[config.mk]
export PLATFORM = sky130hd
export DESIGN_NAME = rob_commit_unit
export DESIGN_NICKNAME = d
export VERILOG_FILES = /design/src/rtl/rob_commit_unit.sv
export SDC_FILE = /design/constraint.sdc
export NUM_CORES = 2
export LEC_CHECK = 0
export CAP_MARGIN = 10
export CORE_ASPECT_RATIO = 0.75
export CORE_MARGIN = 2
export CORE_UTILIZATION = 55
export CTS_CLUSTER_SIZE = 10
export DETAILED_ROUTE_END_ITERATION = 7
export PLACE_DENSITY = 0.77
export REMOVE_ABC_BUFFERS = 1
export SETUP_SLACK_MARGIN = 0.3
export SYNTH_ARGS = -nofsm -noshare
export SYNTH_HDL_FRONTEND = slang
export SYNTH_SLANG_ARGS = --single-unit
[constraint.sdc]
create_clock -name clk -period 3 [get_ports clk]
set_input_delay 0.3 -clock clk [delete_from_list [all_inputs] [get_ports clk]]
set_output_delay 0.3 -clock clk [all_outputs]
set_load 0.05 [all_outputs]
[src/rtl/rob_commit_unit.sv]
// Reorder buffer: allocates one entry per renamed instruction, captures CDB results,
// and retires at most one instruction per cycle in program order onto registered commit outputs.
module rob_commit_unit #(
    parameter int ROB_DEPTH = 16,
    parameter int TAG_W     = $clog2(ROB_DEPTH),
    parameter int PHY_REG_W = 6,
    parameter int DATA_W    = 32
) (
    input  logic                 clk,
    input  logic                 reset,
    input  logic                 flush,

    input  logic                 alloc_valid,
    input  logic                 alloc_has_dst,
    input  logic [4:0]           alloc_arch_rd,
    input  logic [PHY_REG_W-1:0] alloc_phy_rd,
    output logic [TAG_W-1:0]     alloc_tag,
    output logic                 rob_full,

    input  logic                 cdb_valid,
    input  logic [TAG_W-1:0]     cdb_tag,
    input  logic [DATA_W-1:0]    cdb_data,

    output logic                 commit_valid,
    output logic [TAG_W-1:0]     commit_tag,
    output logic                 commit_with_write,
    output logic [4:0]           commit_arch_reg,
    output logic [PHY_REG_W-1:0] commit_phy_reg_addr,
    output logic [DATA_W-1:0]    commit_data
);

    localparam int PTR_W = TAG_W + 1;
    localparam logic [PTR_W-1:0] DEPTH_CNT = PTR_W'(ROB_DEPTH);

    // Pointers carry a wrap bit so full and empty stay distinguishable.
    logic [PTR_W-1:0] head;
    logic [PTR_W-1:0] tail;
    logic [PTR_W-1:0] count;

    logic [TAG_W-1:0] head_idx;
    logic [TAG_W-1:0] tail_idx;

    logic [ROB_DEPTH-1:0] ent_valid;
    logic [ROB_DEPTH-1:0] ent_done;
    logic [ROB_DEPTH-1:0] ent_has_dst;
    logic [4:0]           ent_arch_rd [ROB_DEPTH];
    logic [PHY_REG_W-1:0] ent_phy_rd  [ROB_DEPTH];
    logic [DATA_W-1:0]    ent_data    [ROB_DEPTH];

    logic alloc_fire;
    logic cdb_hit;
    logic retire_fire;

    assign head_idx  = head[TAG_W-1:0];
    assign tail_idx  = tail[TAG_W-1:0];

    assign rob_full  = (count == DEPTH_CNT);
    assign alloc_tag = tail_idx;

    assign alloc_fire  = alloc_valid && !rob_full;
    assign cdb_hit     = cdb_valid && ent_valid[cdb_tag];
    assign retire_fire = ent_valid[head_idx] && ent_done[head_idx];

    for (genvar i = 0; i < ROB_DEPTH; i++) begin : g_entry
        logic                 sel_alloc;
        logic                 sel_cdb;
        logic                 sel_retire;
        logic                 valid_q;
        logic                 done_q;
        logic                 has_dst_q;
        logic [4:0]           arch_rd_q;
        logic [PHY_REG_W-1:0] phy_rd_q;
        logic [DATA_W-1:0]    data_q;

        assign sel_alloc  = alloc_fire  && (tail_idx == TAG_W'(i));
        assign sel_cdb    = cdb_hit     && (cdb_tag  == TAG_W'(i));
        assign sel_retire = retire_fire && (head_idx == TAG_W'(i));

        // An allocating entry is never valid, so alloc and CDB never target the same entry.
        always_ff @(posedge clk) begin
            if (reset || flush) begin
                valid_q <= 1'b0;
                done_q  <= 1'b0;
            end else begin
                if (sel_alloc) begin
                    valid_q <= 1'b1;
                    done_q  <= 1'b0;
                end else begin
                    if (sel_retire) begin
                        valid_q <= 1'b0;
                    end
                    if (sel_cdb) begin
                        done_q <= 1'b1;
                    end
                end
            end
        end

        // Payload needs no reset; it is only observed behind valid/done.
        always_ff @(posedge clk) begin
            if (sel_alloc) begin
                has_dst_q <= alloc_has_dst;
                arch_rd_q <= alloc_arch_rd;
                phy_rd_q  <= alloc_phy_rd;
                data_q    <= '0;
            end else if (sel_cdb) begin
                data_q <= cdb_data;
            end
        end

        assign ent_valid[i]   = valid_q;
        assign ent_done[i]    = done_q;
        assign ent_has_dst[i] = has_dst_q;
        assign ent_arch_rd[i] = arch_rd_q;
        assign ent_phy_rd[i]  = phy_rd_q;
        assign ent_data[i]    = data_q;
    end

    always_ff @(posedge clk) begin
        if (reset || flush) begin
            head  <= '0;
            tail  <= '0;
            count <= '0;
        end else begin
            if (alloc_fire) begin
                tail <= tail + PTR_W'(1);
            end
            if (retire_fire) begin
                head <= head + PTR_W'(1);
            end
            case ({alloc_fire, retire_fire})
                2'b10:   count <= count + PTR_W'(1);
                2'b01:   count <= count - PTR_W'(1);
                default: count <= count;
            endcase
        end
    end

    // Flush only drops commit_valid; the payload outputs keep their last values.
    always_ff @(posedge clk) begin
        if (reset) begin
            commit_valid        <= 1'b0;
            commit_tag          <= '0;
            commit_with_write   <= 1'b0;
            commit_arch_reg     <= '0;
            commit_phy_reg_addr <= '0;
            commit_data         <= '0;
        end else if (flush) begin
            commit_valid <= 1'b0;
        end else if (retire_fire) begin
            commit_valid        <= 1'b1;
            commit_tag          <= head_idx;
            commit_with_write   <= ent_has_dst[head_idx] && (ent_arch_rd[head_idx] != 5'd0);
            commit_arch_reg     <= ent_arch_rd[head_idx];
            commit_phy_reg_addr <= ent_phy_rd[head_idx];
            commit_data         <= ent_data[head_idx];
        end else begin
            commit_valid <= 1'b0;
        end
    end

endmodule
==> impl_metrics.ini <==
[power]
total_power_mw = 21.4
powerDensity_mw_per_mm2 = 566
leakage_nw = 12.8
ir_worst_vdd_uv = 421

[global_routing]
grt_pass1_wl_um = 149000
use_met1 = 0.414
met2_usage = 0.493
grt_pass1_vias = 26100
gr-max-usage-layer = met2
antenna_found_initial = 6
track_usage = 0.318
use_met3 = 0.0814
grt-ovfl-total = 0
grt_max_degree = 142

[synth]
synthArstFlopShare = 0
synthCells = 3228
yosys_warnings = 0
synth_cell_types = 44
netlist_area_mm2 = 0.0327
synth_edf_count = 192
synthFlopType = dfxtp_1
ys_seq_area_frac = 0.547
synth_area_per_cell_um2 = 10.1
ys_ff_latch = 798

[clock_tree]
worst_skew_pair.late_latency_ns = 0.64
clock-sinks = 798
clk_pin_slew_ns = 0.06
cts_buffer_depth = 3
htreeDepth = 3
hold_buffers = 0
cts_tree = yes
cts_root_buf = clkbuf_16
cts_inserted_buffers = 90

[cells_and_area]
layout_common_cells = nand2_1 (1084), dfxtp_1 (601), a21oi_1 (528)
finalNetCount = 3324
largest_reg_flops = 512
regMostFlops = g_entry.data_q
layout_commonest_cell = nand2_1
stdcell_count = 4089
area_delta_synth_final_pct = 15.2
drive_gt1_frac = 0.153
top_regs = g_entry.data_q x512, g_entry.phy_rd_q x96, g_entry.arch_rd_q x80

[floorplanning]
row_count = 77
core_region_area_mm2 = 0.0589
die_h_um = 215
dieArea_mm2 = 0.0615
pin_count = 107
start_util = 0.556
fp.dieW_um = 286

[outcome]
status = finished clean

[sta]
finalMaxSlewViolations = 0
rsz0062_at_grt = yes
setup_viol = 0
fin_setup_tns_ns = 0
tightest_slew_ns = 0.836
max_slew_margin = 0.443
max_freq_mhz = 356
hold_viol = 0
min_period_ns = 2.81
fin_ws_ns = 0.189
skew_ns = 0.0229
fin_hold_ws_ns = 0.259
finalCritPeriodShare = 0.937

[worst_setup_path]
r2r_cells = 14
path_max_fanout = 6
critPathCaptureType = flip-flop
r2r-start = head[1]
start_kind = flip-flop
required_ns = 3.50
startpoint = head[1]
critPathKind = flip-flop to flip-flop
cp.arrival_ns = 3.31
r2r_end = count[4]
r2r_setup_slack_ns = 0.19

[placement]
portBuffers = 106
dp_slack_ns = 0.0455
dp.cells = 3946
place_hpwl_um = 57700
gp_congestion = 0.886

[route]
drt_wl_total_um = 99700
ant_nets = 0
drtIter0Drc = 3492
drt_drc_violations_left = 0
dr.pass1.iters = 7
vias = 26000
wl_per_cell_um = 24.4
post_drt_via_cell_ratio = 6.35

[hold_path]
min_to = commit_phy_reg_addr[2]
holdPathStages = 2
hold_path.class = primary input to flip-flop
hp-start = reset

[run]
maxCapViolCount = 0
-- power by group --
group | internal, mW | switching (mW) | total (mW) | leakage (nW)
logic | 0.157 | 0.297 | 0.455 | 4.99
registers | 11.1 | 0.0376 | 11.1 | 6.62
clock network | 5.62 | 4.16 | 9.78 | 1.22
-- final cells by class --
cell class,instances,area (µm²)
Clock buffer,124,2450
Fill cell,4288,21200
Antenna cell,4,10.0
Timing Repair Buffer,228,2440
Multi-Input combinational cell,2114,13700
Tap cell,790,988
Clock inverter,5,68.8
Sequential cell,798,17900
Inverter,26,108
-- critical path: stages, from the launching register on --
cell,delay [ns]
dfxtp_4,0.36
inv_8,0.08
mux4_2,0.54
o22ai_4,0.23
nor2_4,0.07
inv_2,0.07
ha_4,0.15
inv_4,0.04
fa_2,0.39
nor2b_4,0.15
o21ai_2,0.07
and3_1,0.16
nor3_2,0.19
xnor2_1,0.14
nor2_1,0.05
-- metrics by stage --
stage                      util  cell area, µm²
after floorplan               -           31500
after global placement    0.593           34900
after detailed placement  0.593           34900
after CTS                 0.638           37500
after global routing      0.640           37700
final                     0.640           37700
-- cells in the mapped netlist (8+ instances only) --
cell | n | area (µm²)
inv_1 | 19 | 71.3
a21oi_1 | 530 | 2650
buf_1 | 37 | 139
edfxtp_1 | 192 | 5770
and3_1 | 11 | 68.8
nor3_1 | 20 | 100
buf_2 | 39 | 195
a22oi_1 | 8 | 60.1
mux4_2 | 225 | 5070
o21ai_0 | 15 | 75.1
ha_1 | 12 | 150
nor2_1 | 106 | 398
clkbuf_1 | 204 | 766
mux2i_1 | 47 | 470
nand2_1 | 1084 | 4070
dfxtp_1 | 606 | 12100
-- what timing repair did --
action,CTS,global route
resized for setup,17,19
buffers inserted,4,4
cloned,0,2
endpoints found under the setup margin,8,27
pin swaps,4,11
-- routing by layer --
metal / share of wire / up-vias / wire (µm)
met3: 0.13 / 458 / 13200
met1: 0.36 / 12500 / 35900
li1: - / 11100 / -
met4: 0.050 / 4 / 5010
met2: 0.46 / 1832 / 45600
met5: 0.00023 / - / 23
-- kinds of logic after synthesis --
| logic type | share of synthesized area |
|---|---|
| and+or+nand+nor | 0.148 |
| muxes | 0.169 |
| AOI/OAI and AO/OA | 0.0892 |
| xor gates and xnor gates | 0.00241 |
| buffers and inverters | 0.0394 |
| adders and majority gates | 0.00520 |
| DFF | 0.547 |
-- how the worst max path moves through the flow --
stage	slack [ns]	end
4_1_cts	0.21	count[4]
5_1_grt	0.10	count[2]
3_3_place_gp	0.009	count[4]
3_5_place_dp	0.05	count[4]
6_report	0.19	count[4]
2_1_floorplan	-8.99	commit_tag[0]
(Power assumes the default switching activity.)
